--- src/rtl/bpm_pkg.sv ---
// Shared constants for the heart-rate calculator: sample rate, divider
// geometry, output width and FSM state encoding.
package bpm_pkg;

    localparam int SAMPLE_RATE_HZ = 25;
    localparam int BPM_NUM        = 60 * SAMPLE_RATE_HZ;
    localparam int NUM_W          = 11;
    localparam int CNT_W          = 6;
    localparam int BPM_W          = 8;
    localparam int STEP_W         = $clog2(NUM_W);

    localparam logic [BPM_W-1:0] BPM_SAT = {BPM_W{1'b1}};

    localparam logic [1:0] ST_IDLE     = 2'b00;
    localparam logic [1:0] ST_DIV      = 2'b01;
    localparam logic [1:0] ST_WAIT_LOW = 2'b11;

endpackage

--- src/rtl/seq_divider.sv ---
// Bit-serial restoring divider: NUM_W enabled steps, MSB first, one quotient
// bit per step. The final quotient is offered combinationally on the last step.
import bpm_pkg::*;

module seq_divider (
    input  logic             clk,
    input  logic             rst_n,
    input  logic             en,
    input  logic             start,
    input  logic [NUM_W-1:0] dividend,
    input  logic [CNT_W-1:0] divisor,
    output logic             busy,
    output logic             last_step,
    output logic [NUM_W-1:0] quotient_next
);

    localparam logic [STEP_W-1:0] LAST_IDX = STEP_W'(NUM_W - 1);

    logic [NUM_W-1:0]  dvd_q;
    logic [NUM_W-1:0]  quo_q;
    logic [CNT_W-1:0]  dvs_q;
    logic [CNT_W-1:0]  rem_q;
    logic [STEP_W-1:0] step_q;

    logic [CNT_W:0]    trial;
    logic [CNT_W:0]    diff;
    logic              fits;
    logic [CNT_W-1:0]  rem_next;

    // The remainder is always below the 6-bit divisor, so it fits back in CNT_W bits.
    always_comb begin
        trial         = {rem_q, dvd_q[NUM_W-1]};
        diff          = trial - {1'b0, dvs_q};
        fits          = (trial >= {1'b0, dvs_q});
        rem_next      = fits ? diff[CNT_W-1:0] : trial[CNT_W-1:0];
        quotient_next = {quo_q[NUM_W-2:0], fits};
        last_step     = busy && (step_q == LAST_IDX);
    end

    // NOTE: sequential state uses non-blocking assignments so every register
    // samples pre-edge values; the datapath is reset too, so it never holds X.
    always_ff @(posedge clk or negedge rst_n) begin
        if (!rst_n) begin
            dvd_q  <= '0;
            quo_q  <= '0;
            dvs_q  <= '0;
            rem_q  <= '0;
            step_q <= '0;
            busy   <= 1'b0;
        end else if (en) begin
            if (start) begin
                dvd_q  <= dividend;
                dvs_q  <= divisor;
                quo_q  <= '0;
                rem_q  <= '0;
                step_q <= '0;
                busy   <= 1'b1;
            end else if (busy) begin
                dvd_q  <= {dvd_q[NUM_W-2:0], 1'b0};
                quo_q  <= quotient_next;
                rem_q  <= rem_next;
                step_q <= step_q + 1'b1;
                if (last_step) begin
                    busy <= 1'b0;
                end
            end
        end
    end

endmodule

--- src/rtl/bpm_calc.sv ---
// Converts a peak-to-peak interval (sample ticks) into beats per minute,
// saturating to BPM_W bits and handshaking with the interval counter.
import bpm_pkg::*;

module bpm_calc (
    input  logic             clk,
    input  logic             rst_n,
    input  logic             en,
    input  logic             valid,
    input  logic [CNT_W-1:0] time_counter,
    output logic [BPM_W-1:0] bpm,
    output logic             bpm_err,
    output logic             BPMCalc_Done
);

    logic [1:0]       state_q;
    logic             start;
    logic             busy;
    logic             last_step;
    logic [NUM_W-1:0] quotient_next;

    always_comb begin
        start = (state_q == ST_IDLE) && valid && (time_counter != '0);
    end

    seq_divider u_div (
        .clk           (clk),
        .rst_n         (rst_n),
        .en            (en),
        .start         (start),
        .dividend      (NUM_W'(BPM_NUM)),
        .divisor       (time_counter),
        .busy          (busy),
        .last_step     (last_step),
        .quotient_next (quotient_next)
    );

    always_ff @(posedge clk or negedge rst_n) begin
        if (!rst_n) begin
            state_q      <= ST_IDLE;
            bpm          <= '0;
            bpm_err      <= 1'b0;
            BPMCalc_Done <= 1'b0;
        end else if (en) begin
            BPMCalc_Done <= 1'b0;
            case (state_q)
                ST_IDLE: begin
                    if (valid) begin
                        if (time_counter != '0) begin
                            state_q <= ST_DIV;
                        end else begin
                            bpm          <= '0;
                            bpm_err      <= 1'b1;
                            BPMCalc_Done <= 1'b1;
                            state_q      <= ST_WAIT_LOW;
                        end
                    end
                end
                ST_DIV: begin
                    if (last_step) begin
                        // Any quotient bit above BPM_W means the rate cannot be shown.
                        if (|quotient_next[NUM_W-1:BPM_W]) begin
                            bpm     <= BPM_SAT;
                            bpm_err <= 1'b1;
                        end else begin
                            bpm     <= quotient_next[BPM_W-1:0];
                            bpm_err <= 1'b0;
                        end
                        BPMCalc_Done <= 1'b1;
                        state_q      <= ST_WAIT_LOW;
                    end else if (!busy) begin
                        state_q <= ST_IDLE;
                    end
                end
                ST_WAIT_LOW: begin
                    if (!valid) begin
                        state_q <= ST_IDLE;
                    end
                end
                default: state_q <= ST_IDLE;
            endcase
        end
    end

endmodule
--- config.mk ---
export PLATFORM = sky130hd
export DESIGN_NAME = bpm_calc
export DESIGN_NICKNAME = d
export VERILOG_FILES = /design/src/rtl/bpm_pkg.sv /design/src/rtl/seq_divider.sv /design/src/rtl/bpm_calc.sv
export SDC_FILE = /design/constraint.sdc
export NUM_CORES = 1
export LEC_CHECK = 0
export ABC_AREA = 1
export BUFFER_PORTS_ARGS = -buffer_cell sky130_fd_sc_hd__clkbuf_2
export CAP_MARGIN = 25
export CORE_ASPECT_RATIO = 1.2
export CORE_UTILIZATION = 55
export DETAILED_ROUTE_END_ITERATION = 8
export HOLD_SLACK_MARGIN = 0.08
export PLACE_DENSITY = 0.74
export SLEW_MARGIN = 20
export SYNTH_ARGS = -nofsm -noshare
export SYNTH_HDL_FRONTEND = slang
export SYNTH_SLANG_ARGS = --single-unit
--- constraint.sdc ---
create_clock -name clk -period 2.4 [get_ports clk]
set_input_delay 0.12 -clock clk [delete_from_list [all_inputs] [get_ports clk]]
set_output_delay 0.12 -clock clk [all_outputs]
set_load 0.03 [all_outputs]
# After elaboration in Yosys (flattened, before gate mapping)
# Index checks and enable logic that the tools add are counted.
# totals
register_bits	50
inputBits	10
out_inout_bits	10
wordCells	65
# classes
n_addsub	2
order_cmp	1
eq_ne	8
n_mux	32
n_reduce_logical	12
# ops
cell	n
8-bit 2-to-1 mux	4
11-bit 2-to-1 mux	2
10-bit 2-to-1 mux	2
6-bit 2-to-1 mux	3
8-bit case mux with 2 select lines	1
1-bit 2-to-1 mux	10
2-bit 2-to-1 mux	5
4-bit 2-to-1 mux	2
2-bit inequality test, second input constant	4
7-bit by 6-bit >= comparator with 1-bit output	1
2-bit case mux with 3 select lines	1
6-bit nonzero test	1
6-bit subtractor	1
5-bit AND reduction	1
4-bit by 1-bit adder with 4-bit output, second input constant	1
4-bit == test, second input constant	1
1-bit case mux with 2 select lines	2
2-bit AND reduction	2
4-bit AND reduction	1
2-bit nonzero test	2
1-bit logical AND	3
3-bit inequality test, second input constant	1
3-bit OR reduction	1
2-bit by 1-bit == test with 1-bit output, second input constant	1
other kinds (2)	2

# Longest topological paths before layout
# Gate-level depths: netlist of the first run.
# depth
ltp_word	5
depth_mapped	11
depth_no_buf	11

# Hierarchy
# From an unflattened synthesis of the first run, not the netlist that was laid out.
# unflattened
cells_unflattened	355
hier_area_um2	2755.1
# by_module_without_submodules
mod	instances	cells_each	area_per_inst_um2	seq_area_each_um2
seq_divider	1	249	2028.2	950.9
bpm_calc	1	106	726.9	300.3

# Worst setup path before layout of the first run
# Ideal clock, no wire load.
# synth_path
path_type	register to register
startpoint	reg u_div.rem_q[4]
endpoint	reg u_div.rem_q[5]
setup_ns	0.118
t_arrival_ns	1.436
required_time_ns	2.282
path_slack_ns	0.847
path_stages_with_launch	9
path_buffers	0
period_less_slack_ns	1.553
path_cell_list	dfrtp_1 > ha_1 > inv_1 > nor2_1 > nand3_2 > nand3_4 > nand3_2 > nand3_1 > nand2_1
# synth_between
elab_chain_cells	4
elab_cells_between_ends	5
cone_classes	add/sub (1); order compare (1); mux (3)
# synth_rtl
element	line_no	source
from (decl)	seq_divider.sv:22	logic [CNT_W-1:0] rem_q;
from (signal assigned)	seq_divider.sv:61	rem_q <= rem_next;
6-bit subtractor / 7-bit by 6-bit >= comparator with 1-bit output (equally long branches)	seq_divider.sv:33, seq_divider.sv:34	
6-bit 2-to-1 mux *	seq_divider.sv:35	rem_next = fits ? diff[CNT_W-1:0] : trial[CNT_W-1:0];
6-bit 2-to-1 mux *	seq_divider.sv:58	end else if (busy) begin
6-bit 2-to-1 mux *	seq_divider.sv:51	if (start) begin
# Mark *: on every way between the ends. The rest lies on a longest branch, timed or not. The select of a mux whose other input is x is not followed.
# A chain may end at the register's enable or synchronous reset.

# Worst setup path in the final report of the first run
# layout_path
startpoint	reg u_div.step_q[0]
endpoint	reg bpm_err
# layout_between
elab_chain_cells	4
# layout_rtl
element	line_no	source
from (decl)	seq_divider.sv:23	logic [STEP_W-1:0] step_q;
from (signal assigned)	seq_divider.sv:62	step_q <= step_q + 1'b1;
4-bit == test	seq_divider.sv:37	last_step = busy && (step_q == LAST_IDX);
1-bit logical AND	seq_divider.sv:37	
2-bit inequality test (no source line)	n/a	
5-bit AND reduction (no source line)	n/a	
to (signal assigned)	bpm_calc.sv:42	bpm_err <= 1'b0;
to (signal assigned)	bpm_calc.sv:53	bpm_err <= 1'b1;
to (signal assigned)	bpm_calc.sv:64	bpm_err <= 1'b1;
to (decl)	bpm_calc.sv:12	output logic bpm_err,
# No other way between the ends.

==> results of run 1 <==
-- layout make-up --
class | count | area [sq um] | share of cell area, %
sequential | 48 | 1200 | 43.4
multi-input combinational | 207 | 1090 | 39.2
timing repair buffer | 28 | 175 | 6.33
inverter | 39 | 146 | 5.29
clock buffer | 8 | 90.1 | 3.25
tap | 56 | 70.1 | 2.53
-- power by group through the flow --
| stage | clock network (uW) | registers [uW] | logic (uW) |
|---|---|---|---|
| after floorplan | 0 | 1240 | 1240 |
| after global placement | 0 | 1240 | 1540 |
| after detailed placement | 0 | 1250 | 1580 |
| after CTS | 497 | 1240 | 1600 |
| after global routing | 531 | 1270 | 1820 |
| final | 486 | 1240 | 1590 |
-- kinds of logic (layout without fill, tap and decap cells) --
logic type                 count (synthesis)  count (layout)  share of synthesized area, %
xor gates and xnor gates                   4               4                          1.41
DFF                                       48              48                          48.5
adders and majority gates                  9               9                          4.85
AOI/OAI and AO/OA                         31              31                          8.08
buffers and inverters                     47              75                          7.72
and+or+nand+nor                          163             163                          29.5
-- worst max-delay path, delay by kind of cell, from the launching register on --
family          cells  cell delay [ns]
buf+inv             2             0.12
compound gates      2             0.75
simple gates        4             0.34
flops               1             0.40
fa+ha+maj           1             0.20
-- path summary, 6_finish.rpt --
check                                 endpoint  slack (ns)
worst min-delay path            u_div.dvs_q[4]        0.10
worst min register to register  u_div.dvd_q[9]        0.48
worst max register to register         bpm_err        0.51
max in group asynchronous       u_div.dvs_q[2]        1.54
worst max-delay path                   bpm_err        0.51
min in group asynchronous       u_div.quo_q[6]        0.26
-- synth_stat cells, types with 2 or more instances --
cell type   n  area share [%]
ha_1        8             4.0
o211ai_1    2            0.61
o21ai_2     2            0.71
nand2_2     3            0.76
dfrtp_1    48              48
nor2_1     23             3.5
o21ai_0    13             2.6
xnor2_1     3             1.1
nand4_1     7             1.8
nand2_1    90              14
buf_1       2            0.30
a21oi_4     2             1.3
or2_1       2            0.50
inv_1      34             5.1
inv_2       5            0.76
nand3_1    31             6.3
nand3_2     3             1.2
buf_2       3            0.61
o21ai_1     9             1.8
-- registers in the layout (all words and copies together) (netlist names) --
| register | cells |
|---|---|
| bpm_err | 1 |
| u_div.step_q | 4 |
| state_q | 2 |
| u_div.busy | 1 |
| bpm | 8 |
| u_div.rem_q | 6 |
| BPMCalc_Done | 1 |
| u_div.dvd_q | 9 |
| u_div.quo_q | 10 |
| u_div.dvs_q | 6 |
-- cell usage in the layout, fill, tap and decap left out --
cell	instances
a21oi_1	1
a21oi_4	2
a31oi_2	1
buf_4	4
clkbuf_1	2
clkbuf_2	19
clkbuf_8	6
dfrtp_1	48
dlygate4sd3_1	5
fa_1	1
ha_1	8
inv_1	34
inv_2	5
nand2_1	90
nand2_2	3
nand3_1	31
nand3_2	3
nand3_4	1
nand4_1	7
nand4_2	1
nor2_1	23
nor2_4	1
nor3_1	1
o211ai_1	2
o21ai_0	13
o21ai_1	9
o21ai_2	2
o31ai_1	1
or2_1	2
xnor2_1	3
xor2_1	1
-- timing repair --
item | CTS | global route
setup buffers | 0 | 0
hold buffers | 5 | 0
resized for setup | 0 | 0
endpoints found under the setup margin | 0 | 0
endpoints found under the hold margin | 17 | 0
-- per-stage QoR --
step	utilization, %	power (uW)	setup slack [ns]	instances	instance area (sq um)
after floorplan	-	2480	0.847	302	2480
after global placement	61.2	2780	0.619	373	2630
after detailed placement	61.2	2830	0.551	373	2630
after CTS	64.5	3340	0.502	386	2770
after global routing	64.5	3620	0.282	386	2770
final	64.5	3310	0.506	386	2770
-- routing by layer --
layer,GRT usage (%),vias up
met2,40.4,36
met4,12.4,0
li1,-,1020
met3,3.29,12
met1,28.7,948
met5,0,-
==> qor.yml, run 1 <==
first_pass_iters: 4
crit_required_ns: 2.62
initial_core_util_pct: 57.7
numCtsBuffers: 5
irDropWorstVdd_mv: 0.452
numPortBuffers: 19
grt_pass1_wl_mm: 8.51
grt_max_degree: 24
swShare_pct: 43.1
dr_wl_met3_um: 134
critPathSlowestCell: "o21ai_1"
drt-met1-wl_mm: 2.26
rsz0062_at_grt: "false"
row_count: 26
ys_ff_latch: 48
cts_tree: "built"
status: "finished, final reports clean"
synth_async_sr_flop_share_pct: 100
clkLatencyLatePin_ns: 0.30
synth_edf_count: 0
hold_depth: 3
vias: 2016
synth_area_sq_um: 2480
wire_per_inst_um: 13.0
p_per_area_nw_per_um2: 1200
end_kind: "flip-flop"
syn-num-nets: 321
worstPathMaxFanout: 12
fin_nets: 348
die_area_sq_um: 4780
fillerInstances: 384
drtAntennaViolNets: 0
hpwl_mm: 3.60
place_congestion: 0.887
wl_met2_mm: 2.50
clock-sinks: 48
overflow: 0
rr_startpoint: "u_div.step_q[0]"
ys_seq_area_share_pct: 48.5
comb_power_share_pct: 47.9
cp.arrival_ns: 2.11
clkTransAtPathRegs_ns: 0.08
slew_headroom_pct: 44.1
cts_buffer_depth: 2
syn_to_final_growth_pct: 11.7
p_switching_uw: 1430
pwr-share-seq_pct: 37.4
worstHoldStart: "time_counter[4]"
post-route-period-util_pct: 78.9
finalCriticalPeriod_ns: 1.89
viasPerCell: 5.22
hold_viol_final: 0
cts_root_buf: "clkbuf_8"
cp_cell_sequence: "inv_1 -> ha_1 -> inv_1 -> nor2_1 -> nand3_1 -> nor2_1 -> o21ai_1 -> nand2_1 -> o21ai_2"
first_global_vias: 1901
synth_top_flop_cell: "dfrtp_1"
p_clk_share_pct: 14.7
ff2ff_path_depth: 9
critPathMaxStageDelay_ns: 0.66
start_kind: "flip-flop"
fp.dieH_um: 75.5
drt_wl_total_mm: 5.02
p_leak_uw: 0.00149
synthCells: 302
htreeDepth: 2
drv_slew: 0
crit_start: "u_div.step_q[0]"
max_freq_mhz: 528
syn_area_per_cell_sq_um: 8.21
fin_setup_tns_ns: 0
crit_type: "flip-flop to flip-flop"
die_x_um: 63.3
tightest_slew_ns: 0.832
drv_cap: 0
synth.distinct_cells: 31
antenna_found_initial: 0
whs_ns: 0.101
diodes: 0
drcViolationCount: 0
hold_path_class: "input pin to flip-flop"
drive_above_1_share_pct: 14.5
ios: 20
final.setup_skew_ns: 0.00514
internal_power_uw: 1880
placeableCoreArea_sq_um: 4290
topRoutingLayerUsed: "met4"
yosys_warnings: 0
setup_viol: 0
track_usage_pct: 23.3
dr.first_iter.drc_count: 95
Power figures use the tool's default switching activity.
==> run 2, diff against run 1 <==
- ABC_AREA: 1 -> 0
- clock period: 2.4 -> 1.8 ns (I/O delays scaled with it)
==> qor.yml, run 2 <==
viasPerCell: 5.60  # was 5.22
syn_area_per_cell_sq_um: 10.0  # was 8.21 sq um
reg2reg_to: "bpm[0]"  # was bpm_err
final.setup_skew_ns: 0.00985  # was 0.00514 ns
post_cts_buffers: 0  # unchanged
clock-sinks: 48  # unchanged
end_kind: "flip-flop"  # unchanged
vias: 1792  # was 2016
ios: 20  # unchanged
r2r_slack_ns: 0.1  # was 0.51 ns
crit_type: "flip-flop to flip-flop"  # unchanged
slew_headroom_pct: 60.9  # was 44.1%
fin_nets: 285  # was 348
fp.dieH_um: 72.8  # was 75.5 um
first_pass_iters: 4  # unchanged
finalCriticalPeriod_ns: 1.70  # was 1.89 ns
wire_per_inst_um: 14.0  # was 13.0 um
synth.top_cell.area_share_pct: 52.2  # was 48.5%
worstHoldStart: "en"  # was time_counter[4]
overflow: 0  # unchanged
diodes: 0  # unchanged
cts_root_buf: "clkbuf_8"  # unchanged
cts_buffer_depth: 2  # unchanged
place_congestion: 0.808  # was 0.887
critPathMaxStageDelay_ns: 0.44  # was 0.66 ns
synthCells: 229  # was 302
largest_reg_flops: 10  # unchanged
clkLatencyLatePin_ns: 0.29  # was 0.30 ns
clkTransAtPathRegs_ns: 0.09  # was 0.08 ns
ys_ff_latch: 48  # unchanged
htreeDepth: 2  # unchanged
dr.first_iter.drc_count: 120  # was 95
whs_ns: 0.147  # was 0.101 ns
synth_async_sr_flop_share_pct: 100  # unchanged
hold_path_class: "input pin to flip-flop"  # unchanged
die_area_sq_um: 4450  # was 4780 sq um
layout_common_cells: "dfrtp_1 (48), nand2_1 (47), clkbuf_2 (19)"  # was nand2_1 (90), dfrtp_1 (48), inv_1 (34)
synth_edf_count: 0  # unchanged
syn-num-nets: 248  # was 321
postPlaceCellArea_sq_um: 2510  # was 2630 sq um
worstPathMaxFanout: 4  # was 12
p_per_area_nw_per_um2: 1890  # was 1200 nW/um^2
fin_ws_ns: 0.0977  # was 0.506 ns
min_to: "BPMCalc_Done"  # was u_div.dvs_q[4]
antenna_found_initial: 0  # unchanged
p_leak_uw: 0.00134  # was 0.00149 uW
pre_cts_ws_ns: -0.0202  # was 0.551 ns
cts_tree: "built"  # unchanged
ff2ff_path_depth: 6  # was 9
first_global_vias: 1595  # was 1901
start_kind: "flip-flop"  # unchanged
track_usage_pct: 22.6  # was 23.3%
post-route-period-util_pct: 94.6  # was 78.9%
numCtsBuffers: 5  # unchanged
crit_required_ns: 1.99  # was 2.62 ns
drv_slew: 0  # unchanged
max_freq_mhz: 587  # was 528 MHz
hold_depth: 2  # was 3
row_count: 25  # was 26
drv_cap: 0  # unchanged
status: "finished, final reports clean"  # unchanged
numPortBuffers: 19  # unchanged
synth.distinct_cells: 41  # was 31
synth_area_leader_cell: "dfrtp_1"  # unchanged
synth_commonest_cells: "dfrtp_1 (48), nand2_1 (47), nor2_1 (15)"  # was nand2_1 (90), dfrtp_1 (48), inv_1 (34)
yosys_warnings: 0  # unchanged
drtAntennaViolNets: 0  # unchanged
drcViolationCount: 0  # unchanged
setup_viol: 0  # unchanged
drt_wl_total_mm: 4.49  # was 5.02 mm
rsz0062_at_grt: "false"  # unchanged
drive_above_1_share_pct: 20.3  # was 14.5%
hpwl_mm: 3.13  # was 3.60 mm
critPathSlowestCell: "dfrtp_1"  # was o21ai_1
tightest_slew_ns: 0.586  # was 0.832 ns
largest-register: "u_div.quo_q"  # unchanged
irDropWorstVdd_mv: 0.823  # was 0.452 mV
cp.arrival_ns: 1.90  # was 2.11 ns
synth_area_leaders: "dfrtp_1 (52%), nand2_1 (7.7%), ha_1 (4.4%)"  # was dfrtp_1 (48%), nand2_1 (14%), nand3_1 (6.3%)
layout_commonest_cell: "dfrtp_1"  # was nand2_1
grt_pass1_wl_mm: 7.44  # was 8.51 mm
cp_cell_sequence: "ha_4 -> a21o_1 -> a21oi_2 -> o211ai_2 -> a21o_2 -> a22o_1"  # was inv_1 -> ha_1 -> inv_1 -> nor2_1 -> nand3_1 -> nor2_1 -> o21ai_1 -> nand2_1 -> o21ai_2
rr_startpoint: "u_div.rem_q[2]"  # was u_div.step_q[0]
hold_viol_final: 0  # unchanged
die_x_um: 61.0  # was 63.3 um
synth_top_flop_cell: "dfrtp_1"  # unchanged
synth_most_common_cell: "dfrtp_1"  # was nand2_1
final_core_util_pct: 69.0  # was 64.5%
initial_core_util_pct: 57.9  # was 57.7%
synth_area_sq_um: 2300  # was 2480 sq um
placeableCoreArea_sq_um: 3970  # was 4290 sq um
design_area_sq_um: 2740  # was 2770 sq um
syn_to_final_growth_pct: 19.3  # was 11.7%
ys_seq_area_share_pct: 52.2  # was 48.5%
grt_max_degree: 49  # was 24
reg_top3: "u_div.quo_q: 10 flops, u_div.dvd_q: 9 flops, bpm: 8 flops"  # unchanged
==> run 2: where the power goes <==
part | leakage (uW) | internal (uW) | switching (uW)
clock | 0.0000642 | 547 | 342
sequential | 0.000621 | 1500 | 299
combinational | 0.000651 | 1180 | 1310
==> run 2: timing repair <==
item | CTS | global route
endpoints found under the setup margin | 3 | 20
resized for setup | 1 | 5
endpoints found under the hold margin | 54 | 0
hold buffers | 7 | 0
==> run 2: worst max-delay path, delay by kind of cell, from the launching register on <==
kind | cells | cell delay (ns)
flip-flops | 1 | 0.44
AO/OA/AOI/OAI | 5 | 0.89
adder cells (fa/ha/maj) | 1 | 0.27
==> run 2: cell type report <==
class | count | area, sq um
fill | 292 | 1230
clock buffer | 5 | 68.8
inverter | 11 | 41.3
multi-input combinational | 158 | 1020
timing repair buffer | 42 | 285
sequential | 48 | 1200
clock inverter | 2 | 60.1
tap | 54 | 67.6
==> run 2: cells by family (layout without fill, tap and decap cells) <==
family | count (synthesis) | in the layout | synth area share [%]
AND/OR/NAND/NOR | 91 | 91 | 17.7
flip-flops | 48 | 48 | 52.2
adder cells (fa/ha/maj) | 9 | 9 | 5.22
buffers and inverters | 23 | 60 | 4.73
multiplexers | 2 | 2 | 0.925
XOR/XNOR | 5 | 5 | 1.90
AO/OA/AOI/OAI | 51 | 51 | 17.2
==> run 2: per-stage QoR <==
stage,power [uW],cells,setup TNS (ns)
3_5_place_dp,4210,306,-0.0339
6_report,5190,320,0
4_1_cts,5120,320,0
3_3_place_gp,4140,306,-0.0109
5_1_grt,5590,320,0
2_1_floorplan,3550,229,0
==> run 2: worst max path at each step <==
stage | from | endpoint | depth (start not counted)
after floorplan | u_div.rem_q[2] | u_div.quo_q[0] | 7
after global placement | u_div.rem_q[2] | u_div.quo_q[0] | 6
after detailed placement | u_div.rem_q[2] | u_div.rem_q[0] | 6
after CTS | u_div.rem_q[2] | u_div.quo_q[0] | 6
after global routing | u_div.rem_q[1] | u_div.rem_q[3] | 7
final | u_div.rem_q[2] | bpm[0] | 6
==> run 2: layer usage <==
metal	GRT usage [%]	vias up	share of wire, %
li1	-	872	-
met1	32.4	872	47
met2	34.1	41	48
met3	5.32	7	3.1
met4	6.31	0	1.4
met5	0	-	0
